## config.mk

```make
export PLATFORM = sky130hd
export DESIGN_NAME = dpu_cmd_arbiter
export DESIGN_NICKNAME = d
export VERILOG_FILES = /design/src/rtl/dpu_cmd_arbiter.sv
export SDC_FILE = /design/constraint.sdc
export NUM_CORES = 1
export LEC_CHECK = 0
export BUFFER_PORTS_ARGS = -buffer_cell sky130_fd_sc_hd__buf_2
export CORE_MARGIN = 3
export CORE_UTILIZATION = 45
export CTS_BUF_LIST = sky130_fd_sc_hd__clkbuf_2 sky130_fd_sc_hd__clkbuf_4 sky130_fd_sc_hd__clkbuf_8
export CTS_CLUSTER_SIZE = 14
export DETAILED_ROUTE_END_ITERATION = 8
export PLACE_DENSITY = 0.89
export REMOVE_ABC_BUFFERS = 1
export SYNTH_ARGS = -nofsm -noshare
export SYNTH_HDL_FRONTEND = slang
export SYNTH_SLANG_ARGS = --single-unit
```

## constraint.sdc

```tcl
create_clock -name aclk -period 5.36 [get_ports aclk]
set_input_delay 0.536 -clock aclk [delete_from_list [all_inputs] [get_ports aclk]]
set_output_delay 0.536 -clock aclk [all_outputs]
set_load 0.05 [all_outputs]
```

## src/rtl/dpu_cmd_arbiter.sv

```systemverilog
// Round-robin arbiter sharing the single dpu_top PIO command port among N_REQ requesters.
// Supports burst locking, routes each read response to its owner, and bounds read waits with a timeout.
module dpu_cmd_arbiter #(
  parameter int         N_REQ       = 3,
  parameter int         ADDR_BITS   = 24,
  parameter logic [2:0] RD_TYPE     = 3'd4,
  parameter int         RSP_TIMEOUT = 1024
) (
  input  logic                       aclk,
  input  logic                       aresetn,
  input  logic [N_REQ-1:0]           req_valid,
  output logic [N_REQ-1:0]           req_ready,
  input  logic [N_REQ*3-1:0]         req_type,
  input  logic [N_REQ*ADDR_BITS-1:0] req_addr,
  input  logic [N_REQ*8-1:0]         req_data,
  input  logic [N_REQ-1:0]           req_lock,
  output logic [N_REQ-1:0]           req_rsp_valid,
  output logic [7:0]                 req_rsp_data,
  output logic                       req_rsp_err,
  output logic                       core_cmd_valid,
  input  logic                       core_cmd_ready,
  output logic [2:0]                 core_cmd_type,
  output logic [ADDR_BITS-1:0]       core_cmd_addr,
  output logic [7:0]                 core_cmd_data,
  input  logic                       core_rsp_valid,
  input  logic [7:0]                 core_rsp_data,
  output logic [$clog2(N_REQ)-1:0]   grant_id,
  output logic                       arb_busy,
  output logic                       timeout_err,
  input  logic                       clear_err
);

  localparam int GW = $clog2(N_REQ);
  localparam int CW = $clog2(RSP_TIMEOUT + 1);

  typedef enum logic [1:0] {
    IDLE     = 2'd0,
    ISSUE    = 2'd1,
    WAIT_RSP = 2'd2,
    LOCKED   = 2'd3
  } state_t;

  state_t            state_q, state_d;
  logic [GW-1:0]     grant_q, grant_d;
  logic [GW-1:0]     last_grant_q, last_grant_d;
  logic [CW-1:0]     cnt_q, cnt_d;
  logic [N_REQ-1:0]  rsp_valid_q, rsp_valid_d;
  logic [7:0]        rsp_data_q, rsp_data_d;
  logic              rsp_err_q, rsp_err_d;
  logic              timeout_err_q, timeout_err_d;

  logic [2:0]           type_arr [N_REQ];
  logic [ADDR_BITS-1:0] addr_arr [N_REQ];
  logic [7:0]           data_arr [N_REQ];

  logic          arb_found;
  logic [GW-1:0] arb_pick;
  logic [GW-1:0] cand;
  logic          rsp_done;
  logic          set_err;

  for (genvar g = 0; g < N_REQ; g++) begin : g_unpack
    assign type_arr[g] = req_type[3*g +: 3];
    assign addr_arr[g] = req_addr[ADDR_BITS*g +: ADDR_BITS];
    assign data_arr[g] = req_data[8*g +: 8];
  end

  // Owner's command fields follow the registered grant, so they stay stable while stalled.
  assign core_cmd_type = type_arr[grant_q];
  assign core_cmd_addr = addr_arr[grant_q];
  assign core_cmd_data = data_arr[grant_q];

  assign grant_id      = grant_q;
  assign arb_busy      = (state_q != IDLE);
  assign req_rsp_valid = rsp_valid_q;
  assign req_rsp_data  = rsp_data_q;
  assign req_rsp_err   = rsp_err_q;
  assign timeout_err   = timeout_err_q;

  // Round-robin search starting just above the previous winner, wrapping at N_REQ-1.
  always_comb begin
    arb_found = 1'b0;
    arb_pick  = '0;
    cand      = last_grant_q;
    for (int k = 0; k < N_REQ; k++) begin
      cand = (cand == GW'(N_REQ - 1)) ? '0 : cand + 1'b1;
      if (!arb_found && req_valid[cand]) begin
        arb_found = 1'b1;
        arb_pick  = cand;
      end
    end
  end

  always_comb begin
    state_d        = state_q;
    grant_d        = grant_q;
    last_grant_d   = last_grant_q;
    cnt_d          = cnt_q;
    rsp_valid_d    = '0;
    rsp_data_d     = rsp_data_q;
    rsp_err_d      = 1'b0;
    rsp_done       = 1'b0;
    set_err        = 1'b0;
    req_ready      = '0;
    core_cmd_valid = 1'b0;

    case (state_q)
      IDLE: begin
        if (arb_found) begin
          grant_d      = arb_pick;
          last_grant_d = arb_pick;
          state_d      = ISSUE;
        end
      end

      ISSUE: begin
        core_cmd_valid     = req_valid[grant_q];
        req_ready[grant_q] = core_cmd_ready;
        if (!req_valid[grant_q]) begin
          state_d = IDLE;
        end else if (core_cmd_ready) begin
          if (core_cmd_type == RD_TYPE) begin
            state_d = WAIT_RSP;
            cnt_d   = '0;
          end else if (req_lock[grant_q]) begin
            state_d = LOCKED;
          end else begin
            state_d = IDLE;
          end
        end
      end

      WAIT_RSP: begin
        cnt_d = cnt_q + 1'b1;
        if (core_rsp_valid) begin
          rsp_valid_d[grant_q] = 1'b1;
          rsp_data_d           = core_rsp_data;
          rsp_done             = 1'b1;
        end else if (cnt_d == CW'(RSP_TIMEOUT - 1)) begin
          // Synthesised error response so the owner is never left hanging.
          rsp_valid_d[grant_q] = 1'b1;
          rsp_data_d           = 8'hEE;
          rsp_err_d            = 1'b1;
          set_err              = 1'b1;
          rsp_done             = 1'b1;
        end
        if (rsp_done) begin
          state_d = req_lock[grant_q] ? LOCKED : IDLE;
        end
      end

      LOCKED: begin
        if (req_valid[grant_q]) begin
          state_d = ISSUE;
        end else if (!req_lock[grant_q]) begin
          state_d = IDLE;
        end
      end

      default: state_d = IDLE;
    endcase

    timeout_err_d = set_err | (timeout_err_q & ~clear_err);
  end

  always_ff @(posedge aclk) begin
    if (!aresetn) begin
      state_q       <= IDLE;
      grant_q       <= '0;
      last_grant_q  <= GW'(N_REQ - 1);
      cnt_q         <= '0;
      rsp_valid_q   <= '0;
      rsp_data_q    <= '0;
      rsp_err_q     <= 1'b0;
      timeout_err_q <= 1'b0;
    end else begin
      state_q       <= state_d;
      grant_q       <= grant_d;
      last_grant_q  <= last_grant_d;
      cnt_q         <= cnt_d;
      rsp_valid_q   <= rsp_valid_d;
      rsp_data_q    <= rsp_data_d;
      rsp_err_q     <= rsp_err_d;
      timeout_err_q <= timeout_err_d;
    end
  end

endmodule

```

==> results of run 1 <==
-- logic make-up after synthesis --
kind of cell    count (synthesis)  share of synthesized area, %
compound gates                 89                         25.90
xor+xnor                        3                         1.131
fa+ha+maj                       2                         1.077
buf+inv                        32                         7.108
flops                          29                         24.99
mux                            38                         16.37
simple gates                  109                         23.42
-- flip-flops by register name (all words and copies together), names as in the netlist --
name           flops
req_rsp_valid      3
timeout_err        1
cnt_q             11
state_q            2
req_rsp_err        1
req_rsp_data       8
grant_id           2
last_grant_q       1
-- placed cells by master (no fill, tap or decap), types with 5 or more instances in the layout --
cell type / synthesis / routed
sky130_fd_sc_hd__nand2_1: 54 / 54
sky130_fd_sc_hd__nor3_1: 6 / 6
sky130_fd_sc_hd__buf_2: 6 / 178
sky130_fd_sc_hd__nand3_1: 7 / 7
sky130_fd_sc_hd__o221a_1: 6 / 6
sky130_fd_sc_hd__dfxtp_1: 29 / 28
sky130_fd_sc_hd__nor2_1: 14 / 14
sky130_fd_sc_hd__a31oi_1: 7 / 7
sky130_fd_sc_hd__a21oi_1: 8 / 8
sky130_fd_sc_hd__inv_1: 6 / 6
sky130_fd_sc_hd__clkbuf_8: 0 / 6
sky130_fd_sc_hd__nand4_1: 5 / 5
sky130_fd_sc_hd__o21ai_0: 43 / 43
sky130_fd_sc_hd__mux2i_1: 38 / 38
-- cell type report --
type	count	share of cell area, %
multi-input cells	241	48.26
repair buffers	181	27.94
inverters	6	0.6889
clock buffers	7	2.755
well taps	67	2.564
flip-flops and latches	29	17.80
-- per-layer routing --
metal	up-vias	global-route usage, %	share of wire (%)
met4	0	10.32	3.3
met3	28	7.657	7.5
met5	-	0	0
li1	1423	-	-
met2	130	50.26	53
met1	1348	30.95	36
-- metrics by stage --
step	worst slack [ns]	utilization, %	std cells
finish	2.506	67.43	531
global route	2.307	67.43	531
CTS	2.557	67.43	531
detailed placement	2.578	65.57	524
global placement	2.663	65.57	524
floorplan	0.8426	-	276
-- critical path: stages (launching register included) --
cell	delay (ns)
sky130_fd_sc_hd__dfxtp_2	0.34
sky130_fd_sc_hd__buf_4	0.55
sky130_fd_sc_hd__mux2i_1	0.28
sky130_fd_sc_hd__o2bb2ai_1	0.11
sky130_fd_sc_hd__or3_4	0.42
sky130_fd_sc_hd__o31ai_2	0.69
sky130_fd_sc_hd__a21boi_1	0.13
sky130_fd_sc_hd__o21a_1	0.21
-- worst paths after layout --
path | endpoint | depth (start not counted) | startpoint
max | cnt_q[3] | 7 | grant_id[1]
min | timeout_err | 2 | clear_err
max reg2reg | cnt_q[3] | 7 | grant_id[1]
min reg2reg | req_rsp_data[0] | 2 | req_rsp_data[0]
-- power breakdown --
| group | internal, uW | leakage, uW | switching, uW | total, uW |
|---|---|---|---|---|
| clock | 107 | 0.0000477 | 80.5 | 187 |
| sequential | 232 | 0.000235 | 13.7 | 245 |
| combinational | 175 | 0.00121 | 476 | 651 |
==> results.md, run 1 <==
Yosys:
- The synthesized design spends more area on one cell type than any other, namely sky130_fd_sc_hd__dfxtp_1.
- For this run, the number of Yosys warnings is 0.
- Counting flops with an async set or reset pin after synthesis yields a share of 0%.
- Among all flip-flop cells after synthesis, the most frequent one is sky130_fd_sc_hd__dfxtp_1.
- After synthesis, the largest area contributor takes up 24.99% of total cell area.
- The library cell with the highest instance count after synthesis is sky130_fd_sc_hd__nand2_1.
- After synthesis the cells add up to 2323 um2.
- The commonest cells after synthesis are 54 x sky130_fd_sc_hd__nand2_1, 43 x sky130_fd_sc_hd__o21ai_0, 38 x sky130_fd_sc_hd__mux2i_1, 29 x sky130_fd_sc_hd__dfxtp_1, 14 x sky130_fd_sc_hd__nor2_1.
- Synthesis inferred 29 register bits.
- Sequential cells were found to cover 24.99% of the synthesized design area.
- The number of synthesized flops with an enable pin is 0.
- Yosys attributes the largest share of cell area to sky130_fd_sc_hd__dfxtp_1 25%, sky130_fd_sc_hd__mux2i_1 16%, sky130_fd_sc_hd__o21ai_0 9.3%, sky130_fd_sc_hd__nand2_1 8.7%, sky130_fd_sc_hd__o221a_1 2.9%.
- The synthesized netlist contains 55 unique library cells.
- The cell count after synthesis is 302.
- A synthesized cell averages 7.694 um2.

Setup path:
- The worst setup path is captured at a flop.
- The critical path is of the flop to flop type.
- The setup check on the worst reg-to-reg path leaves a slack of 2.51 ns.
- In this run the worst path has a maximum fanout of 44.
- The startpoint kind of the worst setup timing path is a flop.
- For the worst setup path, the data arrival time is 3.02 ns.
- The required time of the worst setup path is 5.53 ns.

Clocking:
- The CTS tree is built.
- The clock passes through at most 2 buffers.
- The quantity of hold-fixing buffers added after cts is 0.
- Once the clock tree was built, the setup fixing pass inserted 0 buffers.
- The root buffer cell chosen for the clock tree is sky130_fd_sc_hd__clkbuf_8.
- Counting the buffers created by CTS gives 5.
- Gates resized during post-CTS repair numbered 0.
- The sink count of the clock tree is 29.
- For the worst-skew pair, the clock arrives at the later sink with an insertion delay of 0.28 ns.
- CTS built an H-tree with a depth of 2.
- The clock transition time at the flip-flop clock pins of the worst setup and hold paths is approximately 0.06 ns.

Routing:
- The average wire length per cell after detail routing is 16.20 um.
- The total number of vias is approximately 2900.
- Summed over all layers, the routed wires come to between 8 and 9 mm.
- The violation count after the first detailed-route iteration is 232.
- The final antenna-violating net count is 0.
- Using the TritonRoute via totals, the vias-per-cell ratio works out to ~5.5.
- The number of remaining DRC errors is 0.
- The pre-antenna-repair detailed-routing pass consisted of 4 iterations.

STA:
- Measured against its own limit, the worst slew margin works out to 37.73%.
- Setup repair after global routing left no endpoint under its margin.
- The final cycle utilization of the critical path is 53.25%.
- The accumulated negative setup slack is 0 ns.
- The slew at the pin closest to its max-slew limit is 0.9307 ns.
- Across all hold checks on the routed design, the worst slack comes to 0.4526 ns.
- The number of pins exceeding their max-slew limit in the final report came to 0.
- The time the final worst path needs with I/O delays and setup is 2.854 ns.
- For this run, the top clock speed supported by timing is ~0.35 GHz.
- The setup clock skew after layout is 0.005663 ns.
- The number of setup violations in the final report is 0.
- The final count of hold timing violations is 0.

Pwr:
- In this run the power density over the cells is between 300 and 400 nW/um2.
- The analysis attributes to cell leakage a power of 0.001493 uW.
- The design draws approximately 1100 uW.
- The maximum VDD drop is 0.0002416 V.

Layout:
- The sequential cell area in the final layout is 581.8 um2.
- The antenna diode count is 0.
- The area growth from synthesis to layout is 40.71%.
- The number of filler cells placed in the layout is just over 400.
- After routing the design area is 3269 um2.
- The final layout contains 590 nets.
- The post-route netlist has 42.89% of its cells at a drive strength greater than 1.
- Summing all multi-input logic gate instances after layout gives 1578 um2.

Floorplan:
- The initial core utilization is a little under half.
- The area of the core is 4848 um2.
- From bottom edge to top edge, the die measures 77.86 um.
- The full die area is 6061 um2.
- Row generation in the floorplan step produced 25 rows.
- around 180 I/O pins were placed.
- The chip width is 77.86 um.

Global routing:
- Global routing consumed, over all layers together, 27.90% of the routing resources.
- Entering global routing, the biggest net connects 48 pins.
- The first global-routing pass estimated 13.66 mm of wire.
- The remaining global-route overflow is 0.
- The number of antenna violations at the first check in global routing came to 0.
- The via count of the first global-routing pass is 2919.

Placed design:
- Input and output buffers added on the ports amount to 178.
- The weighted congestion at the end of routability-driven global placement is 0.8524.
- Detailed placement finished with a half-perimeter wire length of 6.760 mm.
- After detailed placement, the total cell area comes to around 3200 um2.

Min path:
- The path class of the tightest hold or removal check is input port to flop.

Outcome:
- The run finished with clean final reports.

Run:
- The number of maximum-capacitance violations is 0.
No activity file was read; power rests on OpenSTA's default activity.
==> run 2, diff against run 1 <==
--- a/config.mk
+++ b/config.mk
@@ -7,11 +7,11 @@
 export LEC_CHECK = 0
 export BUFFER_PORTS_ARGS = -buffer_cell sky130_fd_sc_hd__buf_2
 export CORE_MARGIN = 3
-export CORE_UTILIZATION = 45
+export CORE_UTILIZATION = 37
 export CTS_BUF_LIST = sky130_fd_sc_hd__clkbuf_2 sky130_fd_sc_hd__clkbuf_4 sky130_fd_sc_hd__clkbuf_8
 export CTS_CLUSTER_SIZE = 14
 export DETAILED_ROUTE_END_ITERATION = 8
-export PLACE_DENSITY = 0.89
+export PLACE_DENSITY = 0.78
 export REMOVE_ABC_BUFFERS = 1
 export SYNTH_ARGS = -nofsm -noshare
 export SYNTH_HDL_FRONTEND = slang
==> constraint.sdc (replaced) <==
create_clock -name aclk -period 2.4 [get_ports aclk]
set_input_delay 0.24 -clock aclk [delete_from_list [all_inputs] [get_ports aclk]]
set_output_delay 0.24 -clock aclk [all_outputs]
set_load 0.05 [all_outputs]
==> results.md, run 2 (same netlist as run 1, synthesis figures left out) <==
Outcome:
- The flow ran to the end, and the final reports show no timing, DRC or antenna violations.

Clocking:
- The maximum count of clock buffers along a single path is 2.
- The sink count of the clock tree is 29.
- The source-to-sink clock delay at the later pin of the worst-skew pair is 0.28 ns.
- The CTS tree is built.
- Post-CTS repair changed the size of 0 cells.
- Clock-pin slew was measured on the worst setup and hold paths at 0.06 ns.
- Buffers added to address setup during post-CTS repair amount to 0.
- For this design, the CTS-stage hold fixing added 0 buffers.
- The library cell used as clock root buffer is sky130_fd_sc_hd__clkbuf_8.
- The H-tree generated during clock tree synthesis spans 2 levels.
- In this run, CTS created clock tree buffers numbering 5.

STA:
- The accumulated negative setup slack is 0 ns.
- The number of setup violations in the final report is 0.
- The headroom to the max-slew limit is 58.40%.
- Setup repair after global routing left no endpoint under its margin.
- The maximum clock frequency is 0.4543 GHz.
- The worst path needs 2.201 ns of the cycle, external delays included.
- The slew at the pin closest to its max-slew limit is 0.6241 ns.
- The number of pins exceeding their max-slew limit in the final report is 0.
- The final count of hold timing violations is 0.
- The clock arrives with 0.005880 ns of skew.
- The final cycle utilization of the critical path is 91.72%.

Placed design:
- The weighted congestion at the end of routability-driven global placement is 0.8842.
- The cell count after placement is 536.
- Detailed placement ended at an HPWL of 6.674 mm.
- During placement, the flow inserted port buffers numbering 178.

Routing:
- Dividing the detail-routed wire length by the instance count gives 15.03 um.
- After detailed routing, the number of vias per cell comes to 5.300.
- The final antenna-violating net count is 0.
- The violation count after the first detailed-route iteration is 70.
- The number of remaining DRC errors is 0.
- Across all layers, the routed design uses 2883 vias.
- The total wirelength of the detailed-routed design is 8.174 mm.
- For this run, the detailed router's first-pass iteration total came to 4.

Pwr:
- The maximum VDD drop is around 0.00037 V.
- The ratio of total power to cell area is 723.5 nW/um2.
- The analysis attributes to cell leakage a power of 0.001508 uW.
- The final total power is 2393 uW.

Floorplan:
- The initial core utilization is 38.78%.
- The chip width is 85.25 um.
- The die height is 85.25 um.
- The area of the core is 5991 um2.
- The number of placed I/O pins is between 150 and 200.
- The die covers 7267 um2.
- Row generation in the floorplan step produced 28 rows.

Global routing:
- The number of antenna violations at the first check in global routing is 0.
- For this run the aggregate overflow at the end of global routing stands at 0.
- The via count of the first global-routing pass is about 2800.
- The all-layer global routing usage is 21.59%.
- Entering global routing, the biggest net connects 36 pins.
- The first-pass GRT wire length is 13.00 mm.

Layout:
- The library cell used most frequently in the layout, excluding fill and tap cells, is sky130_fd_sc_hd__buf_2.
- Leaving out fill and tap cells, the most frequent cells in the layout are 178 x sky130_fd_sc_hd__buf_2, 54 x sky130_fd_sc_hd__nand2_1, 43 x sky130_fd_sc_hd__o21ai_0.
- The net total in the final layout is 594.
- The non-filler instance count after layout is 544.
- The antenna diode count is 0.
- The area growth from synthesis to layout is 42.38%.
- The register with the most flip-flops in the layout has 11 of them.
- The proportion of layout cells with a drive suffix above 1 is 43.71%.
- Counting flops per register, the top entry is cnt_q.

Min path:
- The end of the worst hold path is timeout_err.
- The worst hold path belongs to the class input port to flop.
- The startpoint of the worst hold path is clear_err.
- The worst hold path passes through 2 cells.

Setup path:
- In this run the critical register-to-register path is captured at req_rsp_data[2].
- For flop-to-flop paths, the worst setup slack is approximately 0.20 ns.
- The critical-path maximum fanout is 9.
- The number of cells on the worst reg-to-reg path is 7.
- The worst setup path is launched from a flop.
- The kind of capture point of the worst setup path is a flop.
- The worst register-to-register path begins at cnt_q[0].
- The arrival time at the worst endpoint is 2.42 ns.
- At the worst endpoint, the required time is 2.62 ns.
- The class of the most critical setup path is flop to flop.

Run:
- The number of maximum-capacitance violations is 0.
[run 2: cell types whose count changed in the layout (fill, tap and decap cells not counted), sizes merged]
cell      before  now
buf          181  185
clkbuf         7    5
clkinv         0    2
clkinvlp       0    1
[run 2: critical path, stage by stage (launching register included)]
cell and delay (ns):
sky130_fd_sc_hd__dfxtp_1 0.40, sky130_fd_sc_hd__ha_2 0.30, sky130_fd_sc_hd__inv_1 0.11, sky130_fd_sc_hd__o31a_1 0.31, sky130_fd_sc_hd__a311oi_2 0.36, sky130_fd_sc_hd__a41oi_4 0.24, sky130_fd_sc_hd__nor2_4 0.21, sky130_fd_sc_hd__o221a_1 0.22
[run 2: stage by stage]
stage	instance area [um2]	worst slack (ns)	hold WS, ns	util, %
2_1_floorplan	2181	-2.117	0.3118	-
3_3_place_gp	3219	0.2373	0.4356	53.74
3_5_place_dp	3219	0.1333	0.4512	53.74
4_1_cts	3306	0.1084	0.1524	55.18
5_1_grt	3308	0.05201	0.1564	55.22
6_report	3308	0.1988	0.1528	55.22
[run 2: worst max path at each step]
stage / to / slack (ns) / startpoint
after floorplan: cnt_q[3] / -2.12 / grant_id[1]
after global placement: req_rsp_data[7] / 0.24 / cnt_q[0]
after detailed placement: req_rsp_data[2] / 0.13 / cnt_q[0]
after CTS: req_rsp_data[2] / 0.11 / cnt_q[0]
after global routing: req_rsp_data[2] / 0.05 / cnt_q[0]
final: req_rsp_data[2] / 0.20 / cnt_q[0]
[run 2: area by class of cell]
class | instances | area, um2
Fill cell | 569 | 2683
Multi-Input combinational cell | 241 | 1580
Timing Repair Buffer | 185 | 943.4
Sequential cell | 29 | 581.8
Tap cell | 75 | 93.84
Clock buffer | 5 | 68.82
Inverter | 6 | 22.52
Clock inverter | 3 | 17.52
[run 2: layer usage]
| layer | GRT usage, % | up-vias | wire [um] |
|---|---|---|---|
| met2 | 39.05 | 104 | 4324 |
| li1 | - | 1428 | - |
| met4 | 7.482 | 0 | 225 |
| met1 | 23.18 | 1332 | 2941 |
| met5 | 0 | - | 0 |
| met3 | 7.476 | 19 | 683 |
[run 2: where the power goes]
| group | switching [uW] | internal (uW) |
|---|---|---|
| clock network | 190 | 200 |
| logic | 1040 | 404 |
| registers | 39.7 | 517 |
| total | 1270 | 1120 |
==> run 3, diff against run 2 <==
--- a/config.mk
+++ b/config.mk
@@ -11,6 +11,8 @@
 export CTS_BUF_LIST = sky130_fd_sc_hd__clkbuf_2 sky130_fd_sc_hd__clkbuf_4 sky130_fd_sc_hd__clkbuf_8
 export CTS_CLUSTER_SIZE = 14
 export DETAILED_ROUTE_END_ITERATION = 8
+export GPL_TIMING_DRIVEN = 0
+export MAX_ROUTING_LAYER = met4
 export PLACE_DENSITY = 0.78
 export REMOVE_ABC_BUFFERS = 1
 export SYNTH_ARGS = -nofsm -noshare
==> results.md, run 3 (same netlist as run 1, synthesis figures left out) <==
Outcome:
- The flow ran to the end, and the final reports show no timing, DRC or antenna violations.

STA:
- The clock arrives with 0.004569 ns of skew.
- The time the final worst path needs with I/O delays and setup is 2.186 ns.
- Setup repair after global routing left no endpoint under its margin.
- For the pin with the worst max-slew slack, the measured transition is 0.8965 ns.
- The number of pins exceeding their max-slew limit in the final report is 0.
- The final cycle utilization of the critical path is roughly nine tenths.
- Headroom to the max-slew limit came out at 40.01%.
- The number of setup violations in the final report is 0.
- For the final routed database, the setup TNS stands at 0 ns.
- The final count of hold timing violations came to 0.
- Based on the critical path, the design can be clocked at up to 0.4574 GHz.

Global routing:
- The number of antenna violations at the first check in global routing is 1.
- The first global-routing pass estimated roughly 13 mm of wire.
- The via count of the first global-routing pass is 2958.
- The all-layer global routing usage is between 20% and 30%.
- Entering global routing, the biggest net connects 50 pins.
- The remaining global-route overflow is 0.

Clocking:
- The source-to-sink clock delay at the later pin of the worst-skew pair is 0.28 ns.
- The number of clock buffers added by TritonCTS is 5.
- Hold repair after CTS inserted 0 buffers.
- No sink is reached through more buffers than the 2 on the longest clock path.
- The H-tree was split into 2 levels.
- For this design, the sink count on the clock tree is 29.
- The clock transition time at the flip-flop clock pins of the worst setup and hold paths is 0.06 ns.
- TritonCTS built the clock tree.
- In this run the clock root is driven by a sky130_fd_sc_hd__clkbuf_8.

Routing:
- The final antenna-violating net count is 0.
- The detail-routed via count per cell is about 5.4.
- The total number of vias is 2940.
- In the final routed layout, each cell accounts on average for 15.56 um.
- The final layout contains routed wiring with a total length of 8.509 mm.
- The violation count after the first detailed-route iteration is 160.
- The number of detailed-route iterations in the first pass is 4.
- In the routed design, unresolved DRC markers number 0.

Layout:
- The filler cells instantiated in the layout total 560.
- The register with the most flip-flops in the final layout is cnt_q.
- The library cell used most frequently in the layout, excluding fill and tap cells, is sky130_fd_sc_hd__buf_2.
- The register with the most flip-flops in the layout has 11 of them.
- The net count of the finished layout is 596.
- The utilization after layout is 56.64%.
- Summing all flip-flop and latch instances after layout gives 588.1 um2.
- From synthesis to final layout, the design area changed by 46.04%.
- Cells with a size suffix above 1 make up 44.16% of the layout.
- In the layout the commonest cells are 178 x sky130_fd_sc_hd__buf_2, 54 x sky130_fd_sc_hd__nand2_1, 43 x sky130_fd_sc_hd__o21ai_0.
- Summing all multi-input logic gate instances after layout gives roughly 1600 um2.

Min path:
- The type of the worst min-delay path is input port to flop.
- The startpoint of the worst hold path is clear_err.
- The worst hold path terminates at timeout_err.
- The depth of the worst hold-timing path is 2.

Placed design:
- The weighted congestion at the end of routability-driven global placement is 0.8737.
- The count of buffers added on input and output ports is 178.
- The wire-length estimate of the detail-placed layout is about 6.5 mm.

Pwr:
- Combinational logic burns 58.8% of the power.
- The leakage power figure is 0.001535 uW.
- The clock network fraction of total power is 17.6%.
- The switching power is between 1000 and 1500 uW.
- Internal power comes to about 1200 uW.
- Net switching is approximately 52% of the power.
- The maximum VDD drop is 0.0005195 V.
- Sequential cells account for 23.5% of the total power.
- Dividing total power by cell area gives a power density of roughly 730 nW/um2.

Setup path:
- The number of cells on the worst reg-to-reg path is 7.
- The startpoint kind of the worst setup timing path is a flop.
- The critical path is of the flop to flop type.
- STA classifies the critical path endpoint as a flop.
- The worst register-to-register path ends at req_rsp_data[3].
- The critical register-to-register path startpoint is cnt_q[0].
- Across all register-to-register paths, the minimum setup slack is 0.21 ns.
- STA puts the critical path data required time at 2.63 ns.
- The arrival time at the worst endpoint is 2.41 ns.
- In this run the worst path has a maximum fanout of 9.

Floorplan:
- The row count is 28.
- From left edge to right edge, the die measures 85.25 um.
- The number of placed I/O pins is 179.
- The die height is between 80 and 90 um.
- The initial utilization of the core area, before any placement, comes to 38.78%.
- The full die area is 7267 um2.
- The area of the core is 5991 um2.

Run:
- The tool flagged a number of max-cap violations equal to 0.
## run 3: worst max-delay path by stage
stage / from / end / slack, ns
2_1_floorplan: grant_id[1] / cnt_q[3] / -2.12
3_3_place_gp: grant_id[1] / cnt_q[3] / -2.25
3_5_place_dp: grant_id[0] / cnt_q[3] / -1.91
4_1_cts: grant_id[1] / cnt_q[3] / 0.02
5_1_grt: grant_id[0] / cnt_q[2] / 0.01
6_report: cnt_q[0] / req_rsp_data[3] / 0.21
## run 3: area by class of cell
| type | instances | share of cell area (%) |
|---|---|---|
| Antenna cell | 1 | 0.07375 |
| Clock buffer | 7 | 2.839 |
| Clock inverter | 1 | 0.1475 |
| Inverter | 6 | 0.6637 |
| Multi-Input combinational cell | 242 | 47.68 |
| Sequential cell | 29 | 17.33 |
| Tap cell | 75 | 2.765 |
| Timing Repair Buffer | 186 | 28.50 |
## run 3: per-layer routing
metal	GRT usage (%)	share of wire (%)	up-vias
li1	-	-	1437
met1	25.19	35	1344
met2	38.84	52	126
met3	6.602	7.8	33
met4	11.80	4.5	0
met5	-	0	-
## run 3: metrics by stage
stage | hold slack, ns | setup WS [ns] | total power (uW) | cells | cell area [um2]
2_1_floorplan | 0.3118 | -2.117 | 1622 | 276 | 2181
3_3_place_gp | 0.4265 | -2.245 | 1982 | 529 | 3166
3_5_place_dp | 0.4306 | -1.910 | 1999 | 530 | 3187
4_1_cts | 0.1316 | 0.01661 | 2482 | 543 | 3352
5_1_grt | 0.1364 | 0.01177 | 2623 | 547 | 3393
6_report | 0.1360 | 0.2136 | 2490 | 547 | 3393
## run 3: repair_timing
action	4_1_cts	5_1_grt
resized for setup	6	2
setup buffers	4	3
endpoints found under the hold margin	0	0
pin swaps	3	0
cloned	1	0
endpoints found under the setup margin	50	23
## run 3: critical path: stages, from the launching register on
cell,delay [ns]
sky130_fd_sc_hd__dfxtp_1,0.44
sky130_fd_sc_hd__ha_4,0.23
sky130_fd_sc_hd__inv_1,0.09
sky130_fd_sc_hd__o31a_1,0.33
sky130_fd_sc_hd__a311oi_2,0.36
sky130_fd_sc_hd__a41oi_4,0.24
sky130_fd_sc_hd__nor2_4,0.21
sky130_fd_sc_hd__o221a_1,0.22
## run 3: power groups by stage
| stage | Combinational [uW] | Sequential [uW] | Clock (uW) |
|---|---|---|---|
| floorplan | 946 | 676 | 0 |
| global placement | 1340 | 638 | 0 |
| CTS | 1420 | 613 | 450 |
| global route | 1560 | 596 | 471 |
| finish | 1460 | 586 | 439 |
| detailed placement | 1380 | 615 | 0 |
